[src/rtl/mul_pkg.sv]
// Shared types and constants for the iterative RV32M multiply unit.
// Optional feature macro used by mul_unit_seq: MUL_ZERO_BYPASS_EN.
package mul_pkg;

    localparam int XLEN_DEF = 32;
    localparam int NIBBLES  = XLEN_DEF / 4;

    typedef enum logic [1:0] {
        OP_MUL    = 2'b00,
        OP_MULH   = 2'b01,
        OP_MULHSU = 2'b10,
        OP_MULHU  = 2'b11
    } mul_op_e;

    typedef enum logic [1:0] {
        ST_IDLE = 2'b00,
        ST_CALC = 2'b01,
        ST_FIX  = 2'b10,
        ST_DONE = 2'b11
    } mul_state_e;

    function automatic logic op_a_signed(input mul_op_e op);
        return (op == OP_MULH) || (op == OP_MULHSU);
    endfunction

    function automatic logic op_b_signed(input mul_op_e op);
        return (op == OP_MULH);
    endfunction

endpackage

[src/rtl/mul_row_Nx4.sv]
// One partial-product row: |A| times a 4-bit multiplier nibble, built from
// XLEN/4 multiplier_4X4 tiles whose products are summed at 4-bit offsets.
module multiplier_4X4 (
    input  logic [3:0] a_i,
    input  logic [3:0] b_i,
    output logic [7:0] p_o
);
    assign p_o = {4'b0000, a_i} * {4'b0000, b_i};
endmodule

module mul_row_Nx4 #(
    parameter int XLEN = 32
) (
    input  logic [XLEN-1:0] a_i,
    input  logic [3:0]      nib_i,
    output logic [XLEN+3:0] row_o
);
    localparam int NIB = XLEN / 4;

    logic [7:0]      prod_s [NIB];
    logic [XLEN+3:0] row_s;

    for (genvar g = 0; g < NIB; g++) begin : g_tile
        multiplier_4X4 u_tile (
            .a_i (a_i[4*g+3:4*g]),
            .b_i (nib_i),
            .p_o (prod_s[g])
        );
    end

    // Adjacent tile products overlap by 4 bits, so they are added, not concatenated.
    always_comb begin
        row_s = '0;
        for (int i = 0; i < NIB; i++) begin
            row_s = row_s + ((XLEN+4)'(prod_s[i]) << (4 * i));
        end
    end

    assign row_o = row_s;

endmodule

[src/rtl/mul_unit_seq.sv]
// Iterative RV32M MUL/MULH/MULHSU/MULHU unit, one nibble of the multiplier per cycle.
// Optional: define MUL_ZERO_BYPASS_EN to complete zero-operand requests in one cycle.
module mul_unit_seq
    import mul_pkg::*;
#(
    parameter int XLEN  = XLEN_DEF,
    parameter int TAG_W = 5
) (
    input  logic             i_clk,
    input  logic             i_rst,
    input  logic             i_valid,
    output logic             o_ready,
    input  logic [1:0]       i_op,
    input  logic [XLEN-1:0]  i_rs1,
    input  logic [XLEN-1:0]  i_rs2,
    input  logic [TAG_W-1:0] i_tag,
    input  logic             i_flush,
    output logic             o_valid,
    input  logic             i_ready,
    output logic [XLEN-1:0]  o_result,
    output logic [TAG_W-1:0] o_tag
);
    localparam int NIB   = XLEN / 4;
    localparam int CNT_W = (NIB > 1) ? $clog2(NIB) : 1;
    localparam logic [CNT_W-1:0] CNT_LAST = CNT_W'(NIB - 1);

    mul_state_e        state_q,  state_d;
    logic [XLEN-1:0]   a_q,      a_d;
    logic [XLEN-1:0]   b_q,      b_d;
    mul_op_e           op_q,     op_d;
    logic [TAG_W-1:0]  tag_q,    tag_d;
    logic              neg_q,    neg_d;
    logic [2*XLEN-1:0] acc_q,    acc_d;
    logic [CNT_W-1:0]  cnt_q,    cnt_d;
    logic              ready_q,  ready_d;
    logic              valid_q,  valid_d;
    logic [XLEN-1:0]   result_q, result_d;
    logic [TAG_W-1:0]  otag_q,   otag_d;

    logic              a_sgn_s;
    logic              b_sgn_s;
    logic [XLEN-1:0]   a_mag_s;
    logic [XLEN-1:0]   b_mag_s;
    logic [XLEN+3:0]   row_s;
    logic [2*XLEN-1:0] acc_fix_s;

    function automatic logic [XLEN-1:0] magnitude(input logic [XLEN-1:0] x, input logic s);
        return s ? (~x + XLEN'(1)) : x;
    endfunction

    assign a_sgn_s   = op_a_signed(mul_op_e'(i_op)) & i_rs1[XLEN-1];
    assign b_sgn_s   = op_b_signed(mul_op_e'(i_op)) & i_rs2[XLEN-1];
    assign a_mag_s   = magnitude(i_rs1, a_sgn_s);
    assign b_mag_s   = magnitude(i_rs2, b_sgn_s);
    assign acc_fix_s = neg_q ? (~acc_q + (2*XLEN)'(1)) : acc_q;

    // b_q is shifted down each CALC cycle so the current nibble is always b_q[3:0].
    mul_row_Nx4 #(.XLEN(XLEN)) u_row (
        .a_i   (a_q),
        .nib_i (b_q[3:0]),
        .row_o (row_s)
    );

    // Next-state logic; flush overrides every state transition.
    always_comb begin
        state_d  = state_q;
        a_d      = a_q;
        b_d      = b_q;
        op_d     = op_q;
        tag_d    = tag_q;
        neg_d    = neg_q;
        acc_d    = acc_q;
        cnt_d    = cnt_q;
        ready_d  = ready_q;
        valid_d  = valid_q;
        result_d = result_q;
        otag_d   = otag_q;
        if (i_flush) begin
            state_d = ST_IDLE;
            valid_d = 1'b0;
            ready_d = 1'b1;
        end else begin
            case (state_q)
                ST_IDLE: begin
                    if (i_valid) begin
                        a_d     = a_mag_s;
                        b_d     = b_mag_s;
                        op_d    = mul_op_e'(i_op);
                        tag_d   = i_tag;
                        neg_d   = a_sgn_s ^ b_sgn_s;
                        acc_d   = '0;
                        cnt_d   = '0;
                        ready_d = 1'b0;
`ifdef MUL_ZERO_BYPASS_EN
                        if ((a_mag_s == '0) || (b_mag_s == '0)) begin
                            state_d  = ST_DONE;
                            result_d = '0;
                            otag_d   = i_tag;
                            valid_d  = 1'b1;
                        end else begin
                            state_d = ST_CALC;
                        end
`else
                        state_d = ST_CALC;
`endif
                    end else begin
                        state_d = ST_IDLE;
                    end
                end
                ST_CALC: begin
                    acc_d = acc_q + ((2*XLEN)'(row_s) << {cnt_q, 2'b00});
                    b_d   = b_q >> 3'd4;
                    if (cnt_q == CNT_LAST) begin
                        state_d = ST_FIX;
                    end else begin
                        cnt_d   = cnt_q + CNT_W'(1);
                        state_d = ST_CALC;
                    end
                end
                ST_FIX: begin
                    acc_d    = acc_fix_s;
                    result_d = (op_q == OP_MUL) ? acc_fix_s[XLEN-1:0] : acc_fix_s[2*XLEN-1:XLEN];
                    otag_d   = tag_q;
                    valid_d  = 1'b1;
                    state_d  = ST_DONE;
                end
                ST_DONE: begin
                    if (i_ready) begin
                        valid_d = 1'b0;
                        ready_d = 1'b1;
                        state_d = ST_IDLE;
                    end else begin
                        state_d = ST_DONE;
                    end
                end
                default: begin
                    state_d = ST_IDLE;
                    valid_d = 1'b0;
                    ready_d = 1'b1;
                end
            endcase
        end
    end

    // State and output registers with synchronous reset.
    always_ff @(posedge i_clk) begin
        if (i_rst) begin
            state_q  <= ST_IDLE;
            a_q      <= '0;
            b_q      <= '0;
            op_q     <= OP_MUL;
            tag_q    <= '0;
            neg_q    <= 1'b0;
            acc_q    <= '0;
            cnt_q    <= '0;
            ready_q  <= 1'b1;
            valid_q  <= 1'b0;
            result_q <= '0;
            otag_q   <= '0;
        end else begin
            state_q  <= state_d;
            a_q      <= a_d;
            b_q      <= b_d;
            op_q     <= op_d;
            tag_q    <= tag_d;
            neg_q    <= neg_d;
            acc_q    <= acc_d;
            cnt_q    <= cnt_d;
            ready_q  <= ready_d;
            valid_q  <= valid_d;
            result_q <= result_d;
            otag_q   <= otag_d;
        end
    end

    assign o_ready  = ready_q;
    assign o_valid  = valid_q;
    assign o_result = result_q;
    assign o_tag    = otag_q;

endmodule

[config.mk]
export PLATFORM = sky130hd
export DESIGN_NAME = mul_unit_seq
export DESIGN_NICKNAME = d
export VERILOG_FILES = /design/src/rtl/mul_pkg.sv /design/src/rtl/mul_row_Nx4.sv /design/src/rtl/mul_unit_seq.sv
export SDC_FILE = /design/constraint.sdc
export NUM_CORES = 1
export LEC_CHECK = 0
export CORE_MARGIN = 2
export CORE_UTILIZATION = 33
export CTS_CLUSTER_SIZE = 28
export DETAILED_ROUTE_END_ITERATION = 7
export SYNTH_ARGS = -nofsm -noshare
export SYNTH_HDL_FRONTEND = slang
export SYNTH_SLANG_ARGS = --single-unit
[constraint.sdc]
create_clock -name i_clk -period 22.4 [get_ports i_clk]
set_clock_uncertainty 0.1 [all_clocks]
set_input_delay 4.48 -clock i_clk [delete_from_list [all_inputs] [get_ports i_clk]]
set_output_delay 4.48 -clock i_clk [all_outputs]
set_load 0.02 [all_outputs]
Yosys cells after proc, flatten, opt, wreduce, memory -nomap -nowiden
Index checks and enable logic that the tools add are counted.
{"block": "classes", "n_mul": 8, "muxes": 20, "shifts": 1, "eq_ne": 9, "bitwise_logic": 7, "reduce_logical": 15, "n_addsub": 12}
{"operator": "64-bit one-hot mux with 3 select lines", "n": 1}
{"operator": "32-bit two-way mux", "n": 4}
{"operator": "64-bit two-way mux", "n": 2}
{"operator": "32-bit by 1-bit adder with 32-bit output (second input constant)", "n": 2}
{"operator": "64-bit by 1-bit adder with 64-bit output (second input constant)", "n": 1}
{"operator": "64-bit adder", "n": 1}
{"operator": "4-bit by 4-bit multiplier with 8-bit output", "n": 8}
{"operator": "32-bit inverter", "n": 2}
{"operator": "64-bit inverter", "n": 1}
{"operator": "32-bit one-hot mux with 2 select lines", "n": 1}
{"operator": "36-bit by 5-bit << shifter with 64-bit output", "n": 1}
{"operator": "36-bit by 16-bit adder with 36-bit output", "n": 1}
{"operator": "36-bit by 20-bit adder with 36-bit output", "n": 1}
{"operator": "36-bit by 24-bit adder with 36-bit output", "n": 1}
{"operator": "36-bit by 28-bit adder with 36-bit output", "n": 1}
{"operator": "36-bit by 32-bit adder with 36-bit output", "n": 1}
{"operator": "36-bit adder", "n": 1}
{"operator": "8-bit by 12-bit adder with 13-bit output", "n": 1}
{"operator": "3-bit AND reduction", "n": 4}
{"operator": "2-bit one-hot mux with 4 select lines", "n": 1}
{"operator": "2-bit equality test (second input constant)", "n": 3}
{"operator": "3-bit two-way mux", "n": 2}
{"operator": "2-bit inequality test (second input constant)", "n": 3}
{"operator": "3-bit one-hot mux with 2 select lines", "n": 1}
{"operator": "16 further kinds", "n": 27}
{"block": "totals", "reg_bits": 180, "wordCells": 84, "out_inout_bits": 39, "inputBits": 76}

Depth between registers and ports, before layout
Gate-level depths: netlist of the first run.
{"block": "logic_depth", "ltp_word": 11, "mapped_depth": 41, "mapped_depth_nobuf": 39}

Hierarchy
Synthesis of the first run repeated with hierarchy kept, for this count alone.
{"block": "unflattened", "cells_unflattened": 2817, "area_unflattened_um2": 20890.0}
{"mod": "mul_unit_seq", "n_inst": 1, "cells_per_inst": 2176, "seq_area_each_um2": 3603.5, "area_per_inst_um2": 15458.6}
{"mod": "multiplier_4X4", "n_inst": 8, "cells_per_inst": 51, "seq_area_each_um2": 0.0, "area_per_inst_um2": 447.9}
{"mod": "mul_row_Nx4", "n_inst": 1, "cells_per_inst": 233, "seq_area_each_um2": 0.0, "area_per_inst_um2": 1848.0}

Least setup slack after synthesis of the first run
No wires, ideal clock.
{"block": "synth_path", "path_type": "register -> register", "start": "register b_q[3]", "end": "register acc_q[60]", "setup_ps": 144, "arrival_ps": 8570, "required_ps": 22156, "synth_period_minus_slack_ps": 8814, "slack_ps": 13586, "path_buffers": 2, "stages_incl_launch_ff": 39, "cell_sequence": "dfxtp_1 -> clkbuf_1 -> nand2_1 -> fa_1 -> fa_1 -> fa_1 -> inv_1 -> ha_1 -> a21o_1 -> a21oi_1 -> o21bai_1 -> a21oi_1 -> nor2b_1 -> o21a_1 -> xor2_1 -> ha_1 -> ha_1 -> a21o_1 -> [... 3 more ...] -> o21ai_1 -> a21o_1 -> a211oi_1 -> mux2_2 -> mux2i_1 -> mux2_2 -> ha_1 -> clkbuf_1 -> and3_1 -> and2_1 -> a221oi_1 -> nor2_1 -> a211o_1 -> a221oi_1 -> o41ai_1 -> a31oi_1 -> mux2i_1 -> o311ai_0"}
{"block": "synth_via", "elab_chain_len": 11, "word_cells_on_any_way": 18, "cone_classes": "add/sub: 8; mul: 8; shift: 1; mux: 1"}
{"item": "from (decl)", "line_no": "mul_unit_seq.sv:29", "source": "logic [XLEN-1:0] b_q, b_d;"}
{"item": "from (signal assigned)", "line_no": "mul_unit_seq.sv:150", "source": "b_q <= '0;"}
{"item": "from (signal assigned)", "line_no": "mul_unit_seq.sv:163", "source": "b_q <= b_d;"}
{"item": "4-bit by 4-bit multiplier with 8-bit output", "line_no": "mul_row_Nx4.sv:8", "source": "assign p_o = {4'b0000, a_i} * {4'b0000, b_i};"}
{"item": "8-bit by 12-bit adder with 13-bit output", "line_no": "mul_row_Nx4.sv:35", "source": "row_s = row_s + ((XLEN+4)'(prod_s[i]) << (4 * i));"}
{"item": "36-bit by 16-bit adder with 36-bit output", "line_no": "mul_row_Nx4.sv:35"}
{"item": "36-bit by 20-bit adder with 36-bit output", "line_no": "mul_row_Nx4.sv:35"}
{"item": "36-bit by 24-bit adder with 36-bit output", "line_no": "mul_row_Nx4.sv:35"}
{"item": "36-bit by 28-bit adder with 36-bit output", "line_no": "mul_row_Nx4.sv:35"}
{"item": "36-bit by 32-bit adder with 36-bit output", "line_no": "mul_row_Nx4.sv:35"}
{"item": "36-bit adder (*)", "line_no": "mul_row_Nx4.sv:35"}
{"item": "36-bit by 5-bit << shifter with 64-bit output (*)", "line_no": "mul_unit_seq.sv:111", "source": "acc_d = acc_q + ((2*XLEN)'(row_s) << {cnt_q, 2'b00});"}
{"item": "64-bit adder (*)", "line_no": "mul_unit_seq.sv:111"}
{"item": "64-bit one-hot mux with 3 select lines (*)", "line_no": "mul_unit_seq.sv:83", "source": "case (state_q)"}
{"item": "to (signal assigned)", "line_no": "mul_unit_seq.sv:154", "source": "acc_q <= '0;"}
{"item": "to (signal assigned)", "line_no": "mul_unit_seq.sv:167", "source": "acc_q <= acc_d;"}
{"item": "to (decl)", "line_no": "mul_unit_seq.sv:33", "source": "logic [2*XLEN-1:0] acc_q, acc_d;"}
Every way passes the cells marked *; elsewhere a longest branch is shown, timed or not.
A chain may end at the register's enable or synchronous reset.

Worst setup path in the final report of the first run
{"block": "layout_path", "start": "register b_q[1]", "end": "register acc_q[57]"}
Same word-level chain as after synthesis.

==> impl_metrics.tcl, run 1 <==
set metrics [dict create \
    status "completed" \
    wl_met1_um 29700 \
    post_cts_buffers 0 \
    numCtsBuffers 17 \
    start_kind "register" \
    final_area_mm2 0.0227 \
    cts.sink_count 180 \
    detail-route-antenna-nets 0 \
    ys_warn_count 0 \
    slowest_stage "a221oi_1" \
    ff2ff_path_depth 36 \
    rows 91 \
    hold_viol 0 \
    critPathCapture "acc_q[57]$_SDFFE_PP0P_" \
    layout-drive-gt1-share_pct 3.70 \
    antenna_found_initial 1 \
    timing.rr.end "acc_q[57]$_SDFFE_PP0P_" \
    nFillCells 6562 \
    clk_path_buf_depth 2 \
    core-area_mm2 0.0615 \
    grt_pass1_wl_um 103000 \
    critPathMaxFanout 33 \
    synth_ff_type "dfxtp_1" \
    cp-end-kind "register" \
    postPlaceCellArea_mm2 0.0221 \
    whs_ns 0.354 \
    dpl.hpwl_um 51000 \
    grt_max_degree 77 \
    cap_violations 0 \
    holdBufCountCts 0 \
    setup_viol 0 \
    slowest_delay_ns 0.53 \
    top_layer_used "met5" \
    fmax_mhz 99.1 \
    async_flop_share_pct 0 \
    vias 20000 \
    synth_cells 2798 \
    start_util_pct 33.2 \
    num_io_pins 115 \
    reg2reg_from "b_q[1]$_SDFFE_PP0P_" \
    final.setup.tns_ns 0 \
    finalCriticalPeriod_ns 10.10 \
    period_share_pct 45.1 \
    avgSynthCellArea_um2 7.30 \
    arrival_ns 10.45 \
    r2r_slack_ns 12.30 \
    multiInputGateArea_mm2 0.0158 \
    tightest_slew_ns 1.07 \
    dp_slack_ns 12.52 \
    max_slew_margin_pct 28.8 \
    hold_class "reg2reg" \
    drc_errors 0 \
    h-tree-depth 4 \
    detail_route.wirelength_um 65300 \
    drt_first_pass_iters 6 \
    ys_types 81 \
    rsz0062_at_grt "no" \
    synth.ff_latch_count 180 \
    synth_area_mm2 0.0204 \
    clk_pin_slew_worst_paths_ns 0.08 \
    gp_congestion 0.938 \
    criticalPathCategory "reg2reg" \
    wire_per_inst_um 18.1 \
    fin_ws_ns 12.30 \
    route.met2.wl_um 30500 \
    clk_latency_ns 0.51 \
    leakage_nw 9.99 \
    drtIter0Drc 1463 \
    p_per_area_mw_per_mm2 35.3 \
    cts_resized 0 \
    n_antenna_cell 0 \
    grt_overflow 0 \
    final_max_slew_viol_count 0 \
    dr_wl_met3_um 3390 \
    ir_worst_vdd_mv 0.0455 \
    io_buffer_count 114 \
    synth_edf_count 0 \
    die_x_um 253 \
    worstPathRequired_ns 22.76 \
    seq_area_frac_synth_pct 17.6 \
    grt_util_all_layers_pct 20.2 \
    fin_nets 3132 \
    grt_pass1_vias 18700 \
    seqCellArea_mm2 0.00360 \
    die_h_um 253 \
    fp.dieArea_mm2 0.0639 \
    synthesis.nets 3134 \
    syn_to_final_growth_pct 11.3 \
    cts_tree "done" \
    root_buffer "clkbuf_16" \
    cpMostUsedCell "ha_1" \
    startpoint "b_q[1]$_SDFFE_PP0P_" \
    viasPerCell 5.55 \
]
power breakdown:
group	total (mW)	internal, mW	switching (mW)
Combinational	0.150	0.0570	0.0934
Clock	0.315	0.150	0.165
Sequential	0.337	0.328	0.00833
worst min-delay path by stage:
stage / startpoint / end / depth (start not counted)
floorplan: b_q[31]$_SDFFE_PP0P_ / b_q[31]$_SDFFE_PP0P_ / 2
global placement: tag_q[1]$_SDFFE_PP0P_ / o_tag[1]$_SDFFE_PP0P_ / 2
detailed placement: b_q[31]$_SDFFE_PP0P_ / b_q[31]$_SDFFE_PP0P_ / 2
CTS: b_q[31]$_SDFFE_PP0P_ / b_q[31]$_SDFFE_PP0P_ / 2
global route: b_q[12]$_SDFFE_PP0P_ / b_q[12]$_SDFFE_PP0P_ / 2
finish: b_q[31]$_SDFFE_PP0P_ / b_q[31]$_SDFFE_PP0P_ / 2
cells by family (layout without fill, tap and decap cells):
logic type      Yosys count  in the layout  synth area share, %
compound gates          828            828                 25.7
xor+xnor                225            225                 9.65
fa+ha+maj               260            260                 17.3
buf+inv                 291            302                 5.39
flops                   180            180                 17.6
mux                      46             46                 2.32
simple gates            968            968                 22.0
layout make-up:
cell class	instances	share of cell area [%]
flip-flops and latches	180	15.9
inverters	136	2.25
clock inverters	14	0.683
multi-input cells	2327	69.3
well taps	790	4.35
clock buffers	18	1.89
repair buffers	134	5.69
per-layer routing:
layer | global-route usage [%] | up-vias
met4 | 6.15 | 2
met2 | 33.8 | 509
met3 | 2.77 | 87
met1 | 26.9 | 9421
li1 | - | 9963
met5 | 0 | -
layout by cell type (no fill, tap or decap), drive strengths merged, types with 18 or more instances in the layout:
cell           Yosys  layout
ha               222     222
inv              136     145
o211ai            20      20
dfxtp            180     180
clkbuf           140      18
nand4             21      21
nor2             251     251
a21oi            288     288
a211oi            54      54
buf               15      21
xnor2            135     135
a31oi             19      19
o21bai            27      27
xor2              90      90
or3               19      19
a21o              77      77
nand2            375     375
o31ai             25      25
o22ai             29      29
o21ai            153     153
clkdlybuf4s50      0     113
nand3             43      43
nor3              55      55
and2              97      97
fa                38      38
mux2i             35      35
and3              22      22
a22oi             18      18
critical path: cells and delay by family, from the launching register on:
family	cells	cell delay (ns)
buffers and inverters	2	0.37
AND/OR/NAND/NOR	6	0.88
flip-flops	1	0.31
multiplexers	4	1.07
adder cells (fa/ha/maj)	7	2.83
XOR/XNOR	1	0.16
AO/OA/AOI/OAI	16	4.30
state kept, by name, summed over array words and instances (netlist names):
signal	flops
acc_q	64
a_q	32
b_q	32
o_result	32
o_tag	5
tag_q	5
cnt_q	3
op_q	2
state_q	2
neg_q	1
o_ready	1
o_valid	1
cell usage after synthesis (21+ instances only):
| cell | instances | area share (%) |
|---|---|---|
| nand4_1 | 21 | 0.64 |
| o22ai_1 | 29 | 0.89 |
| xnor2_1 | 135 | 5.8 |
| fa_1 | 38 | 3.7 |
| and2_1 | 97 | 3.0 |
| a21o_1 | 77 | 2.8 |
| mux2i_1 | 35 | 1.7 |
| inv_1 | 134 | 2.5 |
| nand2_1 | 375 | 6.9 |
| o21bai_1 | 27 | 0.99 |
| a21oi_1 | 288 | 7.1 |
| o21ai_0 | 149 | 3.7 |
| nor3_1 | 54 | 1.3 |
| dfxtp_1 | 180 | 18 |
| nand3_1 | 43 | 1.1 |
| ha_1 | 222 | 14 |
| xor2_1 | 90 | 3.9 |
| clkbuf_1 | 139 | 2.6 |
| nor2_1 | 251 | 4.6 |
| and3_1 | 22 | 0.67 |
| o31ai_1 | 23 | 0.85 |
| a211oi_1 | 54 | 2.0 |
stage by stage:
| step | utilization [%] | total power, mW | instances |
|---|---|---|---|
| 2_1_floorplan | - | 0.440 | 2798 |
| 3_3_place_gp | 36.0 | 0.494 | 3567 |
| 3_5_place_dp | 36.0 | 0.494 | 3567 |
| 4_1_cts | 37.0 | 0.809 | 3599 |
| 5_1_grt | 37.0 | 0.835 | 3599 |
| 6_report | 37.0 | 0.802 | 3599 |
(Power assumes the default switching activity.)
==> run 2: changes to the inputs <==
Clock period 22.4 ns to 9.05 ns, I/O delays scaled along.
==> impl_metrics.tcl, run 2 (synthesized netlist as in run 1, its figures left out) <==
set metrics [dict create \
    status "completed" \
    cpMostUsedCell "a21o_1" \
    period_share_pct 95.8 \
    wl_met1_um 28800 \
    core-area_mm2 0.0615 \
    final_max_slew_viol_count 0 \
    grt_util_all_layers_pct 20.2 \
    h-tree-depth 4 \
    grt_overflow 0 \
    viasPerCell 5.54 \
    cts.sink_count 180 \
    p_per_area_mw_per_mm2 84.9 \
    clk_latency_ns 0.51 \
    power_mw 1.99 \
    critPathMaxFanout 7 \
    layout-drive-gt1-share_pct 7.36 \
    drc_errors 0 \
    start_kind "register" \
    gp_congestion 0.936 \
    clk_path_buf_depth 2 \
    fmax_mhz 115 \
    numCtsBuffers 17 \
    arrival_ns 8.92 \
    cts_tree "done" \
    slowest_delay_ns 0.53 \
    route.met2.wl_um 30300 \
    largest-register "acc_q" \
    tightest_slew_ns 1.09 \
    worstPathRequired_ns 9.30 \
    num_io_pins 115 \
    mostFrequentLayoutCells "nand2_1 (375), a21oi_1 (281), nor2_1 (244)" \
    dr_wl_met3_um 4040 \
    drtIter0Drc 1646 \
    root_buffer "clkbuf_16" \
    top_layer_used "met4" \
    antenna_found_initial 1 \
    syn_to_final_growth_pct 14.8 \
    fin_nets 3203 \
    clk_pin_slew_worst_paths_ns 0.08 \
    whs_ns 0.357 \
    io_buffer_count 114 \
    dpl.hpwl_um 51200 \
    start_util_pct 33.2 \
    cp-end-kind "register" \
    detail-route-antenna-nets 0 \
    grt_pass1_wl_um 102000 \
    fp.dieArea_mm2 0.0639 \
    setup_viol 0 \
    grt_pass1_vias 18900 \
    cap_violations 0 \
    hold_viol 0 \
    finalCriticalPeriod_ns 8.67 \
    slowest_stage "fa_1" \
    die_h_um 253 \
    rows 91 \
    wire_per_inst_um 17.8 \
    final_common_cell "nand2_1" \
    hold_class "reg2reg" \
    ir_worst_vdd_mv 0.108 \
    vias 20300 \
    max_slew_margin_pct 27.5 \
    grt_max_degree 75 \
    criticalPathCategory "reg2reg" \
    die_x_um 253 \
    largest_reg_flops 64 \
    holdBufCountCts 0 \
    n_antenna_cell 0 \
    detail_route.wirelength_um 65200 \
    leakage_nw 10.4 \
    instances_no_fill 3669 \
    drt_first_pass_iters 6 \
    post-place-cells 3632 \
]
-- run 2: cell count changes in the layout (fill, tap and decap cells not counted), moves of 3 or more --
cell,delta
buf_4,+69
a21oi_1,-7
a21oi_2,+7
a221oi_1,-4
a221oi_2,+4
dfxtp_1,-4
o21ai_0,-4
dfxtp_4,+3
fa_1,-3
fa_2,+3
nor2_1,-3
nor2_2,+3
o21ai_1,+3
-- run 2: metal layers --
| metal | up-vias | GRT usage [%] |
|---|---|---|
| met5 | - | 0 |
| met4 | 0 | 7.52 |
| met3 | 86 | 3.95 |
| met2 | 562 | 32.7 |
| met1 | 9601 | 26.4 |
| li1 | 10100 | - |
-- run 2: cell type report --
| type | count | area, µm² |
|---|---|---|
| Clock buffer | 18 | 429 |
| Inverter | 136 | 510 |
| Fill cell | 6550 | 38000 |
| Sequential cell | 180 | 3620 |
| Timing Repair Buffer | 205 | 1830 |
| Multi-Input combinational cell | 2327 | 15900 |
| Tap cell | 790 | 988 |
| Clock inverter | 13 | 141 |
-- run 2: worst paths after layout --
kind,from,end,slack (ns),cells past startpoint
worst max-delay path,b_q[1]$_SDFFE_PP0P_,acc_q[60]$_SDFFE_PP0P_,0.38,38
worst min-delay path,o_result[17]$_SDFFE_PP0P_,o_result[17]$_SDFFE_PP0P_,0.36,2
worst max register to register,b_q[1]$_SDFFE_PP0P_,acc_q[60]$_SDFFE_PP0P_,0.38,38
worst min register to register,o_result[17]$_SDFFE_PP0P_,o_result[17]$_SDFFE_PP0P_,0.36,2
-- run 2: through the flow --
stage / TNS, ns / utilization [%] / setup slack (ns) / area (µm²)
2_1_floorplan: 0 / - / 0.236 / 20400
3_3_place_gp: -0.0404 / 36.8 / -0.0404 / 22600
3_5_place_dp: -0.633 / 36.8 / -0.239 / 22600
4_1_cts: 0 / 37.8 / 0.00861 / 23200
5_1_grt: -0.000824 / 38.1 / -0.000824 / 23400
6_report: 0 / 38.1 / 0.380 / 23400
-- run 2: what timing repair did --
action                     4_1_cts  5_1_grt
setup endpoints to repair        7       32
buffers inserted                 0        6
resized for setup                9       44
pin swaps                        2       13
-- run 2: power breakdown --
group / switching [mW] / internal [mW] / total [mW]
Combinational: 0.236 / 0.153 / 0.389
Clock: 0.381 / 0.386 / 0.767
Sequential: 0.0206 / 0.813 / 0.834
Total: 0.638 / 1.35 / 1.99
-- run 2: critical path: cells and delay by family, from the launching register on --
family,cells,cell delay (ns)
AO/OA/AOI/OAI,20,3.78
adder cells (fa/ha/maj),7,2.84
AND/OR/NAND/NOR,4,0.40
buffers and inverters,3,0.40
flip-flops,1,0.38
multiplexers,2,0.35
XOR/XNOR,2,0.28
